`config.mk`:
```
export PLATFORM = sky130hd
export DESIGN_NAME = seq_det_frame_ctrl
export DESIGN_NICKNAME = d
export VERILOG_FILES = /design/src/rtl/seq_det_pkg.sv /design/src/rtl/seq_101_core.sv /design/src/rtl/seq_det_frame_ctrl.sv
export SDC_FILE = /design/constraint.sdc
export NUM_CORES = 1
export LEC_CHECK = 0
export CORE_MARGIN = 5
export CORE_UTILIZATION = 50
export DETAILED_ROUTE_END_ITERATION = 7
export PLACE_DENSITY = 0.81
export REMOVE_ABC_BUFFERS = 1
export SLEW_MARGIN = 30
export SYNTH_ARGS = -nofsm -noshare
export SYNTH_HDL_FRONTEND = slang
export SYNTH_SLANG_ARGS = --single-unit
export TNS_END_PERCENT = 50
```
`constraint.sdc`:
```
create_clock -name clk -period 2.2 [get_ports clk]
set_clock_uncertainty 0.15 [all_clocks]
set_input_delay 0.44 -clock clk [delete_from_list [all_inputs] [get_ports clk]]
set_output_delay 0.44 -clock clk [all_outputs]
set_load 0.005 [all_outputs]
```
`src/rtl/seq_det_pkg.sv`:
```
// rtl/seq_det_pkg.sv - shared state encodings for the "101" frame detector
package seq_det_pkg;

  typedef enum logic [1:0] {
    IDLE  = 2'd0,
    LOAD  = 2'd1,
    SHIFT = 2'd2,
    DONE  = 2'd3
  } fsm_state_t;

  typedef enum logic [1:0] {
    D_IDLE  = 2'd0,
    D_GOT1  = 2'd1,
    D_GOT10 = 2'd2
  } det_state_t;

endpackage

```
`src/rtl/seq_101_core.sv`:
```
// rtl/seq_101_core.sv - overlapping "101" Mealy detector, one bit per enabled cycle
module seq_101_core
  import seq_det_pkg::*;
(
  input  logic clk,
  input  logic rst,
  input  logic clr,
  input  logic bit_en,
  input  logic bit_in,
  output logic hit
);

  det_state_t state_q;
  det_state_t state_d;

  always_ff @(posedge clk or posedge rst) begin
    if (rst) begin
      state_q <= D_IDLE;
    end else if (clr) begin
      state_q <= D_IDLE;
    end else if (bit_en) begin
      state_q <= state_d;
    end
  end

  // A hit lands in D_GOT1 so the trailing '1' can start the next match.
  always_comb begin
    state_d = state_q;
    case (state_q)
      D_IDLE:  state_d = bit_in ? D_GOT1 : D_IDLE;
      D_GOT1:  state_d = bit_in ? D_GOT1 : D_GOT10;
      D_GOT10: state_d = bit_in ? D_GOT1 : D_IDLE;
      default: state_d = D_IDLE;
    endcase
  end

  assign hit = bit_en && (state_q == D_GOT10) && bit_in;

endmodule

```
`src/rtl/seq_det_frame_ctrl.sv`:
```
// rtl/seq_det_frame_ctrl.sv - frame controller: byte intake, MSB-first serialise, match counting
module seq_det_frame_ctrl
  import seq_det_pkg::*;
#(
  parameter int FRAME_BYTES = 4,
  parameter int CNT_W       = 6
) (
  input  logic             clk,
  input  logic             rst,
  input  logic             start,
  input  logic             byte_valid,
  input  logic [7:0]       byte_data,
  output logic             byte_ready,
  output logic             busy,
  output logic             match_pulse,
  output logic [CNT_W-1:0] match_cnt,
  output logic             done
);

  localparam int               BC_W      = (FRAME_BYTES > 1) ? $clog2(FRAME_BYTES) : 1;
  localparam logic [BC_W-1:0]  LAST_BYTE = BC_W'(FRAME_BYTES - 1);
  localparam logic [CNT_W-1:0] CNT_MAX   = '1;

  fsm_state_t      state_q;
  fsm_state_t      state_d;
  logic [7:0]      shift_reg;
  logic [2:0]      bit_cnt;
  logic [BC_W-1:0] byte_cnt;
  logic            accept;
  logic            start_acc;
  logic            bit_en;
  logic            last_bit;
  logic            hit;

  assign byte_ready = (state_q == LOAD);
  assign busy       = (state_q != IDLE);
  assign done       = (state_q == DONE);
  assign accept     = byte_valid && byte_ready;
  assign start_acc  = (state_q == IDLE) && start;
  assign bit_en     = (state_q == SHIFT);
  assign last_bit   = (bit_cnt == 3'd7);

  seq_101_core u_core (
    .clk    (clk),
    .rst    (rst),
    .clr    (start_acc),
    .bit_en (bit_en),
    .bit_in (shift_reg[7]),
    .hit    (hit)
  );

  always_ff @(posedge clk or posedge rst) begin
    if (rst) begin
      state_q <= IDLE;
    end else begin
      state_q <= state_d;
    end
  end

  always_comb begin
    state_d = state_q;
    case (state_q)
      IDLE:  if (start) state_d = LOAD;
      LOAD:  if (accept) state_d = SHIFT;
      SHIFT: if (last_bit) state_d = (byte_cnt == LAST_BYTE) ? DONE : LOAD;
      DONE:  state_d = IDLE;
      default: state_d = IDLE;
    endcase
  end

  // Count and pulse track the same edge that consumes the matching bit.
  always_ff @(posedge clk or posedge rst) begin
    if (rst) begin
      shift_reg   <= 8'd0;
      bit_cnt     <= 3'd0;
      byte_cnt    <= '0;
      match_cnt   <= '0;
      match_pulse <= 1'b0;
    end else begin
      match_pulse <= hit;
      if (start_acc) begin
        match_cnt <= '0;
        byte_cnt  <= '0;
      end else if (hit && (match_cnt != CNT_MAX)) begin
        match_cnt <= match_cnt + 1'b1;
      end
      if (accept) begin
        shift_reg <= byte_data;
        bit_cnt   <= 3'd0;
      end else if (bit_en) begin
        shift_reg <= {shift_reg[6:0], 1'b0};
        bit_cnt   <= bit_cnt + 3'd1;
        if (last_bit && (byte_cnt != LAST_BYTE)) begin
          byte_cnt <= byte_cnt + 1'b1;
        end
      end
    end
  end

endmodule

```
* Word-level counts from Yosys, hierarchy flattened
Index checks and enable logic that the tools add are counted.
** Storage, ports and cells
- Input port bits :: 12
- Logic and storage cells :: 56
- Bits in registers :: 24
- Output and inout port bits :: 10
** Cells by class
- Reductions and logical operators :: 14
- Eq/ne operators :: 12
- Add/sub/neg operators :: 3
- Multiplexer cells :: 20
** Operator list (count)
- 2-bit 2-to-1 mux :: 11
- 8-bit 2-to-1 mux :: 2
- 6-bit 2-to-1 mux :: 2
- 2-bit == test (second input constant) :: 4
- 2-bit one-hot mux with 4 select lines :: 1
- 2-bit nonzero test :: 4
- 6-bit by 1-bit adder with 6-bit output (second input constant) :: 1
- 1-bit logical AND :: 6
- 3-bit 2-to-1 mux :: 2
- 2-bit != test (second input constant) :: 3
- 6-bit != test (second input constant) :: 1
- 2-bit by 1-bit == test with 1-bit output (second input constant) :: 2
- 2-bit logical NOT :: 2
- 2-bit one-hot mux with 2 select lines :: 1
- 3-bit by 1-bit adder with 3-bit output (second input constant) :: 1
- 3-bit == test (second input constant) :: 1
- 3-bit AND reduction :: 1
- 2-bit by 1-bit adder with 2-bit output (second input constant) :: 1
- 2-bit by 1-bit != test with 1-bit output (second input constant) :: 1
- 2-bit OR reduction :: 1
- 1-bit 2-to-1 mux :: 1

* Longest topological paths before layout
Gate-level depths: netlist (run 1).
- Word-level depth :: 6
- Depth in mapped cells :: 6
- Depth with buffers taken out :: 6

* Modules after synthesis
From an unflattened synthesis (run 1), not the netlist that was laid out.
** Second synthesis, totals
- Cell total of the unflattened synthesis :: 140
- Area, all modules :: 1311.3 µm²
** By module, submodules not included
- seq_det_frame_ctrl :: cells an instance 128, times used 1, sequential area each 550.5 µm², area each 1203.7 µm²
- seq_101_core :: cells an instance 12, times used 1, sequential area each 50.0 µm², area each 107.6 µm²

* Least setup slack after synthesis (run 1)
OpenSTA, ideal clock, no wires.
- Path kind :: register -> register
- Start :: reg match_cnt[0]
- End :: reg match_cnt[5]
- Arrival time :: 1.470 ns
- Data required time :: 1.973 ns
- Cell stages (with the launch flop) :: 6
- Library setup time :: 0.077 ns
- Buffers on the path :: 0
- Path slack :: 0.502 ns
- Period minus slack after synthesis :: 1.698 ns
- Path through :: dfrtp_1 -> ha_1 -> nand4_1 -> o211ai_4 -> or4_1 -> a21oi_1
** Between the ends
- Cells in the longest elaborated chain, start to end :: 3
- Elaborated cells between the ends (all ways) :: 6
- Those cells by class :: 1 x add/sub; 1 x eq/ne; 2 x mux; 2 x reduce/logical
** RTL lines
- start: declaration :: RTL line seq_det_frame_ctrl.sv:16 : output logic [CNT_W-1:0] match_cnt,
- start signal: assignment :: RTL line seq_det_frame_ctrl.sv:85 : match_cnt <= match_cnt + 1'b1;
- 6-bit by 1-bit adder with 6-bit output / 6-bit != test (equally long branches) :: RTL line seq_det_frame_ctrl.sv:85, seq_det_frame_ctrl.sv:84
- 6-bit 2-to-1 mux / 1-bit logical AND (equally long branches) :: RTL line seq_det_frame_ctrl.sv:84 : end else if (hit && (match_cnt != CNT_MAX)) begin
- 6-bit 2-to-1 mux / 2-bit nonzero test (equally long branches)
Parallel ways exist; a longest one is shown, timed or not. The select of a mux whose other input is x is not followed.
A chain may end at the register's enable or synchronous reset.

* Worst setup path after layout (run 1)
- Start :: reg state_q[1]
- End :: out done
** Between the ends
- Cells in the longest elaborated chain, start to end :: 1
** RTL lines
- start: declaration :: RTL line seq_det_frame_ctrl.sv:24 : fsm_state_t state_q;
- start signal: assignment :: RTL line seq_det_frame_ctrl.sv:56 : state_q <= state_d;
- 2-bit == test :: RTL line seq_det_frame_ctrl.sv:37 : assign done = (state_q == DONE);
- end: declaration :: RTL line seq_det_frame_ctrl.sv:17 : output logic done
Every way passes these cells.

==> run summary, run 1 <==
Simple-gate share of the synthesized area: 14.3%
Slew margin rel.: 61.1%
Setup TNS: 0 ns
Diode count: 0
RSZ-0062 raised after global routing: false
Max-cap violations: 0
Worst Path Required: 1.61 ns
Dpl cells: 175
Count of cell types in the netlist: 28
CTS tree: yes
Hold Violations, Final: 0
Area of the die: 3640 um2
Pin count of the biggest net entering global routing: 25
Die Span Y: 60.4 um
Clk pin slew, worst setup/hold paths: 0.13 ns
Synth Register Bits: 24
Core area: 2450 um2
Drt initial violations: 20
Worst hold margin: 0.303 ns
Total global-route track usage: 16.2%
Cell area after synthesis: 1270 um2
Worst-Skew Late Latency: 0.31 ns
Crit path launch type: flop
First-pass GRT wire length: 4500 um
Final period util: 96.1%
Final non-filler cell total: 180
CTS Buf Count: 3
F_max: 0.473 GHz
Pre-antenna DRT Iters: 4
PwrDens: 1070 nW/um2
Leakage: 0.000728 uW
Vias after detailed routing: 1009
Total gr overflow: 0
Minimum clock period: 2.11 ns
RD Place Congestion: 0.804
Rows: 18
Root Driver: clkbuf_4
Post-Synth Adder-Cell Area: 3.94%
Io pins: 22
Final nets: 168
Max reg flops: 8
Placed wire-length estimate: 1860 um
Sink Count: 24
Post-synthesis compound-gate area fraction: 16.0%
Starting density of the core: 51.7%
Longest Clk Path Bufs: 2
Endpoint class of the critical path: primary output
Vias in the first global route: 1028
Endpoints failing setup: 0
Chip Width: 60.4 um
Main combinational cell family by area after synthesis: compound AO/OA/AOI/OAI gates
WL final: 2570 um
DR DRC count: 0
H-tree lvl count: 1
Vias per Instance: 5.61
Reg2reg start: state_q[0]
Initial antenna violation count: 0
Synth warn: 0
Max VDD drop: 0.783 mV
Port Buffers: 21
Measured slew at the worst slew-check pin: 0.582 ns
WP data arrival: 1.52 ns
Mux contribution to synthesized area: 14.2%
Path type of the worst setup path: flop to primary output
Fill cells: 203
Mapped Cells: 127
FF-to-FF setup slack: 0.29 ns
Routed Antenna Nets: 0
Worst hold path class: input pin to asynchronous set/reset pin
WL per Instance: 14.3 um
Post-Synth XOR/XNOR Area: 0.690%
Sequential element share of the synthesized area: 47.3%
Share of cells above drive strength 1: 14.0%
Status: finished clean
Max-slew violations: 0
Crit path from: state_q[1]
P&R area growth vs syn: 22.4%
CP Max Fanout: 13
Syn Area/Cell: 9.99 um2
-- path summary, 6_finish.rpt --
kind	to	cells after the start
setup / recovery	done	3
hold / removal	shift_reg[3]	3
setup reg to reg	match_cnt[5]	5
hold reg to reg	bit_cnt[2]	2
max in group asynchronous	state_q[0]	3
min in group clk	bit_cnt[2]	2
-- power by group --
part / total, uW / leakage, uW / switching (uW) / internal, uW
sequential: 737 / 0.000313 / 147 / 590
combinational: 730 / 0.000401 / 344 / 386
clock: 191 / 0.0000138 / 127 / 64.0
total: 1660 / 0.000728 / 617 / 1040
-- cell type report --
| class | count | area (um2) | area share, % |
|---|---|---|---|
| multi-input combinational | 92 | 623 | 40.1 |
| sequential | 24 | 603 | 38.8 |
| timing repair buffer | 26 | 248 | 16.0 |
| tap | 30 | 37.5 | 2.42 |
| clock buffer | 3 | 22.5 | 1.45 |
| inverter | 5 | 18.8 | 1.21 |
-- worst max-delay path: stages (launching register included) --
cell and delay [ns]:
dfrtp_2 0.50, inv_2 0.09, nor2_1 0.11, clkdlybuf4s50_1 0.51
-- Yosys cell counts --
cell type,n,share of area (%)
a21oi_1,6,2.4
a22o_1,1,0.69
a22oi_1,1,0.59
a32o_1,3,2.4
a41o_1,1,0.79
and2_1,1,0.49
and3_1,2,0.99
and4bb_4,1,1.3
buf_1,3,0.89
buf_4,1,0.59
clkbuf_1,2,0.59
dfrtp_1,24,47
ha_1,4,3.9
inv_1,5,1.5
mux2_2,8,7.1
mux2i_1,9,7.1
nand2_1,17,5.0
nand2b_1,1,0.49
nand3_1,1,0.39
nand4_1,1,0.49
nor2_1,12,3.6
o211ai_4,1,1.7
o21ai_0,15,5.9
o22ai_1,2,0.99
o31ai_1,1,0.59
or3_1,2,0.99
or4_1,1,0.59
xor2_1,1,0.69
-- routing by layer --
layer | GRT usage [%] | share of wire (%)
met5 | 0 | 0
met4 | 5.70 | 1.2
met3 | 2.77 | 3.1
met2 | 26.9 | 49
met1 | 21.4 | 47
-- kinds of logic after synthesis --
family	count (synthesis)
AOI/OAI and AO/OA	31
and+or+nand+nor	39
muxes	17
DFF	24
buffers and inverters	11
adders and majority gates	4
xor gates and xnor gates	1
-- timing repair --
| item | CTS | global route |
|---|---|---|
| hold buffers | 0 | 0 |
| setup endpoints to repair | 3 | 3 |
| resized for setup | 2 | 1 |
| buffers inserted | 0 | 2 |
-- placed cells by master (no fill, tap or decap), drive strengths merged --
master | Yosys | final
a32o | 3 | 3
mux2i | 9 | 9
and3 | 2 | 2
ha | 4 | 4
buf | 4 | 5
nand2b | 1 | 1
nand4 | 1 | 1
or3 | 2 | 2
or4 | 1 | 1
and4bb | 1 | 1
inv | 5 | 5
nand2 | 17 | 17
o31ai | 1 | 1
clkbuf | 2 | 3
nor2 | 12 | 12
o211ai | 1 | 1
mux2 | 8 | 8
o21ai | 15 | 15
xor2 | 1 | 1
a41o | 1 | 1
clkdlybuf4s50 | 0 | 21
a21oi | 6 | 6
dfrtp | 24 | 24
nand3 | 1 | 1
o22ai | 2 | 2
a22oi | 1 | 1
a22o | 1 | 1
and2 | 1 | 1
-- per-stage QoR --
stage / power, uW / setup slack [ns] / cell area, um2 / util, %
floorplan: 1190 / 0.302 / 1240 / -
global placement: 1390 / 0.283 / 1510 / 61.6
detailed placement: 1440 / 0.254 / 1510 / 61.6
CTS: 1640 / 0.00755 / 1540 / 62.6
global route: 1790 / 0.00863 / 1550 / 63.3
finish: 1660 / 0.0855 / 1550 / 63.3
(Power assumes the default switching activity.)
==> inputs of run 2 (changes only) <==
--- a/config.mk
+++ b/config.mk
@@ -5,8 +5,10 @@
 export SDC_FILE = /design/constraint.sdc
 export NUM_CORES = 1
 export LEC_CHECK = 0
+export CAP_MARGIN = 20
 export CORE_MARGIN = 5
 export CORE_UTILIZATION = 50
+export CTS_CLUSTER_SIZE = 28
 export DETAILED_ROUTE_END_ITERATION = 7
 export PLACE_DENSITY = 0.81
 export REMOVE_ABC_BUFFERS = 1
==> results of run 2 <==
The final DEF is identical to that of run 1; final timing and power are the same.
